**config.mk**
```make
export PLATFORM = sky130hd
export DESIGN_NAME = step_run_controller
export DESIGN_NICKNAME = d
export VERILOG_FILES = /design/src/rtl/step_run_controller.sv
export SDC_FILE = /design/constraint.sdc
export NUM_CORES = 1
export LEC_CHECK = 0
export CORE_MARGIN = 8
export CORE_UTILIZATION = 52
export CTS_BUF_LIST = sky130_fd_sc_hd__clkbuf_8 sky130_fd_sc_hd__clkbuf_16
export DETAILED_ROUTE_END_ITERATION = 7
export GPL_TIMING_DRIVEN = 0
export PLACE_DENSITY = 0.79
export SETUP_SLACK_MARGIN = 0.2
export SYNTH_ARGS = -nofsm -noshare
export SYNTH_HDL_FRONTEND = slang
export SYNTH_SLANG_ARGS = --single-unit
```
**constraint.sdc**
```tcl
create_clock -name clock27MHz -period 2.2 [get_ports clock27MHz]
set_input_delay 0.33 -clock clock27MHz [delete_from_list [all_inputs] [get_ports clock27MHz]]
set_output_delay 0.33 -clock clock27MHz [all_outputs]
set_load 0.01 [all_outputs]
```
**src/rtl/step_run_controller.sv**
```systemverilog
// Single-step / auto-repeat / free-run clock-enable generator for the processor,
// driven by a debounced push-button level and a run-mode slide switch.
module step_run_controller #(
  parameter int HOLD_DELAY    = 13500000,
  parameter int REPEAT_PERIOD = 2700000,
  parameter int RUN_PERIOD    = 270000,
  parameter int CNT_W         = 16
) (
  input  logic             clock27MHz,
  input  logic             resetn,
  input  logic             pb_level,
  input  logic             run_mode,
  input  logic             halt,
  output logic             step_pulse,
  output logic [CNT_W-1:0] step_count,
  output logic [1:0]       state
);

  localparam int MAX_HR = (HOLD_DELAY > REPEAT_PERIOD) ? HOLD_DELAY : REPEAT_PERIOD;
  localparam int MAX_P  = (MAX_HR > RUN_PERIOD) ? MAX_HR : RUN_PERIOD;
  localparam int TW     = (MAX_P > 2) ? $clog2(MAX_P) : 1;

  localparam logic [TW-1:0] HOLD_END   = TW'(HOLD_DELAY - 1);
  localparam logic [TW-1:0] REPEAT_END = TW'(REPEAT_PERIOD - 1);
  localparam logic [TW-1:0] RUN_END    = TW'(RUN_PERIOD - 1);

  typedef enum logic [1:0] {
    IDLE    = 2'd0,
    PRESSED = 2'd1,
    REPEAT  = 2'd2,
    RUN     = 2'd3
  } state_t;

  state_t          state_reg;
  logic [TW-1:0]   timer;
  logic            pb_prev;
  logic            rm_meta;
  logic            rm_s;
  logic            pb_rise;

  assign pb_rise = pb_level & ~pb_prev;
  assign state   = state_reg;

  // Every step decision raises step_pulse for the following cycle and bumps
  // the count at the same edge, so the two always stay in lockstep.
  always_ff @(posedge clock27MHz or negedge resetn) begin
    if (!resetn) begin
      state_reg  <= IDLE;
      timer      <= '0;
      pb_prev    <= 1'b0;
      rm_meta    <= 1'b0;
      rm_s       <= 1'b0;
      step_pulse <= 1'b0;
      step_count <= '0;
    end else begin
      rm_meta    <= run_mode;
      rm_s       <= rm_meta;
      pb_prev    <= pb_level;
      step_pulse <= 1'b0;

      if (halt) begin
        state_reg <= IDLE;
        timer     <= '0;
      end else begin
        case (state_reg)
          IDLE: begin
            timer <= '0;
            if (rm_s) begin
              state_reg <= RUN;
            end else if (pb_rise) begin
              state_reg  <= PRESSED;
              step_pulse <= 1'b1;
              step_count <= step_count + CNT_W'(1);
            end
          end

          PRESSED: begin
            if (!pb_level) begin
              state_reg <= IDLE;
              timer     <= '0;
            end else if (rm_s) begin
              state_reg <= RUN;
              timer     <= '0;
            end else if (timer == HOLD_END) begin
              state_reg  <= REPEAT;
              timer      <= '0;
              step_pulse <= 1'b1;
              step_count <= step_count + CNT_W'(1);
            end else begin
              timer <= timer + TW'(1);
            end
          end

          REPEAT: begin
            // Release wins over a timer expiring on the same edge.
            if (!pb_level) begin
              state_reg <= IDLE;
              timer     <= '0;
            end else if (rm_s) begin
              state_reg <= RUN;
              timer     <= '0;
            end else if (timer == REPEAT_END) begin
              timer      <= '0;
              step_pulse <= 1'b1;
              step_count <= step_count + CNT_W'(1);
            end else begin
              timer <= timer + TW'(1);
            end
          end

          RUN: begin
            // Leaving RUN lands in IDLE; a button still held needs a fresh press.
            if (!rm_s) begin
              state_reg <= IDLE;
              timer     <= '0;
            end else if (timer == RUN_END) begin
              timer      <= '0;
              step_pulse <= 1'b1;
              step_count <= step_count + CNT_W'(1);
            end else begin
              timer <= timer + TW'(1);
            end
          end

          default: begin
            state_reg <= IDLE;
            timer     <= '0;
          end
        endcase
      end
    end
  end

endmodule

```
==> reports/results.txt <==
For the count of different cell masters after synthesis, the log shows 47. The first global-routing pass estimated 13,100 um of wire. The tree built by TritonCTS fans out to 46 sinks. The time the worst path needs with I/O delays and setup is 2.295 ns, and the net count after synthesis is 294. The post-route worst setup slack was -0.09460 ns. Dividing the detail-routed via count by the number of cells gives 6.686. The tools report the first-pass detailed-route iteration total as 5.

Headroom to the max-slew limit came out at 44.92%. Worst setup path startpoint: timer[1]$_DFF_PN0_. On the final layout, the worst hold slack is 0.3616 ns. The average footprint of a synthesized cell works out to 9.979 um2. Leaving out fill and tap cells, the most frequent cell in the layout is dfrtp_1. For the number of global-route vias before repair, the log shows 2,565. The post-detailed-routing wire length came out at 9880 um. The logs give 0 for the count of endpoints failing hold in the final timing report and 0 for the overflow left after global routing.

Data on the critical path arrives at its endpoint at 2.46 ns. TritonCTS built the clock tree. In this run the worst path has a maximum fanout of 6. In this run the vertical extent of the chip is 89.56 um.

The register with the most flip-flops in the layout has 24 of them. The area growth from synthesis to layout is 51.00%. Timing would allow up to 0.4358 GHz.

The clock latency at the later pin of the worst-skew pair is 0.31 ns, and the buffer levels on the longest clock path is 2. The max-slew violation total from the final report is 0, and the slew at the pin with the worst max-slew slack is 0.8262 ns. The starting density of the core is 54.40%.

For this block, the via count after detailed routing is 2,815. The design draws 2.602 mW. The repair_antennas step left the layout with diodes totalling 0. The floorplan step defined a die boundary enclosing 8021 um2. The final layout contains 362 nets.

The critical path goes through ha_2 -> and3_4 -> nand4b_1 -> buf_4 -> o31a_4 -> o21ai_4 -> buf_6 -> buf_6 -> a2111oi_2. The source of the worst hold timing path was rm_meta$_DFF_PN0_. For the violation count after the first detailed-route iteration, the log shows 219.

24 I/O pins were placed. Counting both buffers and inverters, the worst setup path holds a total of 3. The tools report the number of endpoints failing setup at the final stage as 33. The worst setup path category was flop to flop. For the number of design rule violations left after detail routing, the log shows 0. After floorplanning, the core was divided into 26 placement rows.

The classification of the worst-slack hold path is flop to flop. The largest single stage delay on the critical path is 0.49 ns. The fraction of final layout cells sized beyond drive strength 1 is 36.75%.

The root buffer cell is clkbuf_8. Across every metal layer, demand over resource in global routing totals 20.95%. Grouping stages by cell kind, the critical path spends the most delay in compound AO/OA/AOI/OAI gates.

After clock tree synthesis, the clock-pin slew on the worst setup and hold paths is 0.09 ns. Setup repair after global routing could not meet its margin everywhere. Dividing total power by cell area gives a power density of 612.3 nW/um2. The tools report the startpoint kind of the worst setup timing path as a flop. Dividing the detail-routed wire length by the instance count gives 23.47 um.

OpenSTA, run right after detailed placement, puts the worst setup slack at -0.4083 ns. The routability congestion estimate from global placement is 0.8335, and the cell area after technology mapping is 2814 um2. The number of antenna violations at the first check in global routing was 0. In this run the horizontal extent of the chip is 89.56 um.

The required time of the worst setup path was 2.36 ns; the total CTS buffers was 5. In this run the critical register-to-register path is launched from timer[1]$_DFF_PN0_. The number of cells produced by synthesis was 282; the maximum level of the CTS H-tree was 2.

The post-route setup TNS is -0.9706 ns, and the number of placed instances, taps included is 376. The checks that failed: negative setup slack. In this run, synthesis inferred 0 flip-flops with an integrated enable. For the final database, setup skew stands at 0.008057 ns. The post-synthesis sequential element count came out at 46. The number of maximum-capacitance constraint violations is 0. For this run, the leading register cell type out of synthesis is dfrtp_1. The count of buffers added on input and output ports is 23.

Maximum vdd ir drop: 0.6450 mV. For this run, the number of standard cells in the final layout without fillers is 421. Of all flip-flops after synthesis, the portion carrying an async set or reset was 100.0%. In the layout the commonest cells are dfrtp_1, nand2_1, buf_4.

The worst register-to-register path has a setup slack of -0.09 ns. By instance count, the cell type seen most on the critical path is buf_6. The slowest stage of the critical path is the a2111oi_2 cell. The warning count from the yosys run is 0. The logs give 5172 um2 for the area of the core and 39 for the largest net degree at the start of global routing. Summed over all cells, the static leakage comes to 1.598 nW.

In this run the remaining antenna-violating nets after routing total 0. The run finished, with violations left. The estimated wirelength of the detail-placed design is 4451 um. Of the synthesized area, sequential elements account for 40.91%. Of the available clock period, the critical path in the final layout requires 104.3%. Element type at the critical path end: a flop.
-- repair_timing --
item | CTS | global route
setup endpoints to repair | 42 | 42
buffers inserted | 23 | 7
hold buffers | 1 | 0
gates cloned | 2 | 4
pin swaps | 13 | 23
resized for setup | 63 | 61
hold endpoints to repair | 8 | 0
-- metal layers --
metal	track usage, %	wire [um]
met1	27.12	3898
met4	8.308	468
met2	33.96	4911
met5	0	0
met3	3.217	601
-- synthesized netlist by cell type (all sizes together), types with 4 or more instances --
master,number,area share [%]
nand2,27,3.6
buf,8,1.8
xnor2,19,5.9
inv,5,0.67
and3,5,1.1
nand2b,4,0.89
clkbuf,10,1.4
and4,7,2.2
a2111oi,14,4.4
nor4b,5,2.3
a21oi,18,3.2
xor2,18,5.6
nor3,6,1.1
nor4,16,6.3
ha,7,3.1
or3,4,0.89
nand4,9,2.0
dfrtp,46,41
nor2,8,1.1
nand3,14,2.5
or4,7,1.9
-- cell type report --
| type | count | area, um2 |
|---|---|---|
| fillers | 241 | 923.4 |
| clock buffers | 5 | 68.82 |
| well taps | 70 | 87.58 |
| plain buffers | 18 | 197.7 |
| clock inverters | 3 | 37.54 |
| multi-input cells | 213 | 2068 |
| repair buffers | 61 | 605.6 |
| inverters | 5 | 23.77 |
| flip-flops and latches | 46 | 1160 |
-- logic make-up after synthesis --
group	synth area share, %
compound gates	11.52
fa+ha+maj	3.112
xor+xnor	11.52
buf+inv	3.868
simple gates	28.68
flops	40.91
mux	0.4001
-- power breakdown --
group	internal, mW	total (mW)	switching [mW]
Combinational	0.432	0.978	0.547
Sequential	0.903	0.985	0.0821
Clock	0.331	0.639	0.307
-- through the flow --
stage	area [um2]	util [%]
floorplan	2893	-
global placement	3211	62.07
detailed placement	3226	62.36
CTS	3835	74.14
global route	4249	82.15
finish	4249	82.15
-- worst reg2reg max path, stage by stage, from the launching register on --
cell       delay (ns)
dfrtp_1          0.40
ha_2             0.20
and3_4           0.19
nand4b_1         0.18
buf_4            0.16
o31a_4           0.20
o21ai_4          0.10
buf_6            0.12
buf_6            0.13
a2111oi_2        0.49
-- worst paths after layout --
| check | to | cells past startpoint |
|---|---|---|
| setup / recovery | timer[11]$_DFF_PN0_ | 9 |
| hold / removal | rm_s$_DFF_PN0_ | 0 |
| setup reg to reg | timer[11]$_DFF_PN0_ | 9 |
| hold reg to reg | rm_s$_DFF_PN0_ | 0 |
| max in group asynchronous | state[1]$_DFFE_PN0P_ | 3 |
| min in group asynchronous | timer[5]$_DFF_PN0_ | 2 |
(Power assumes the default switching activity.)
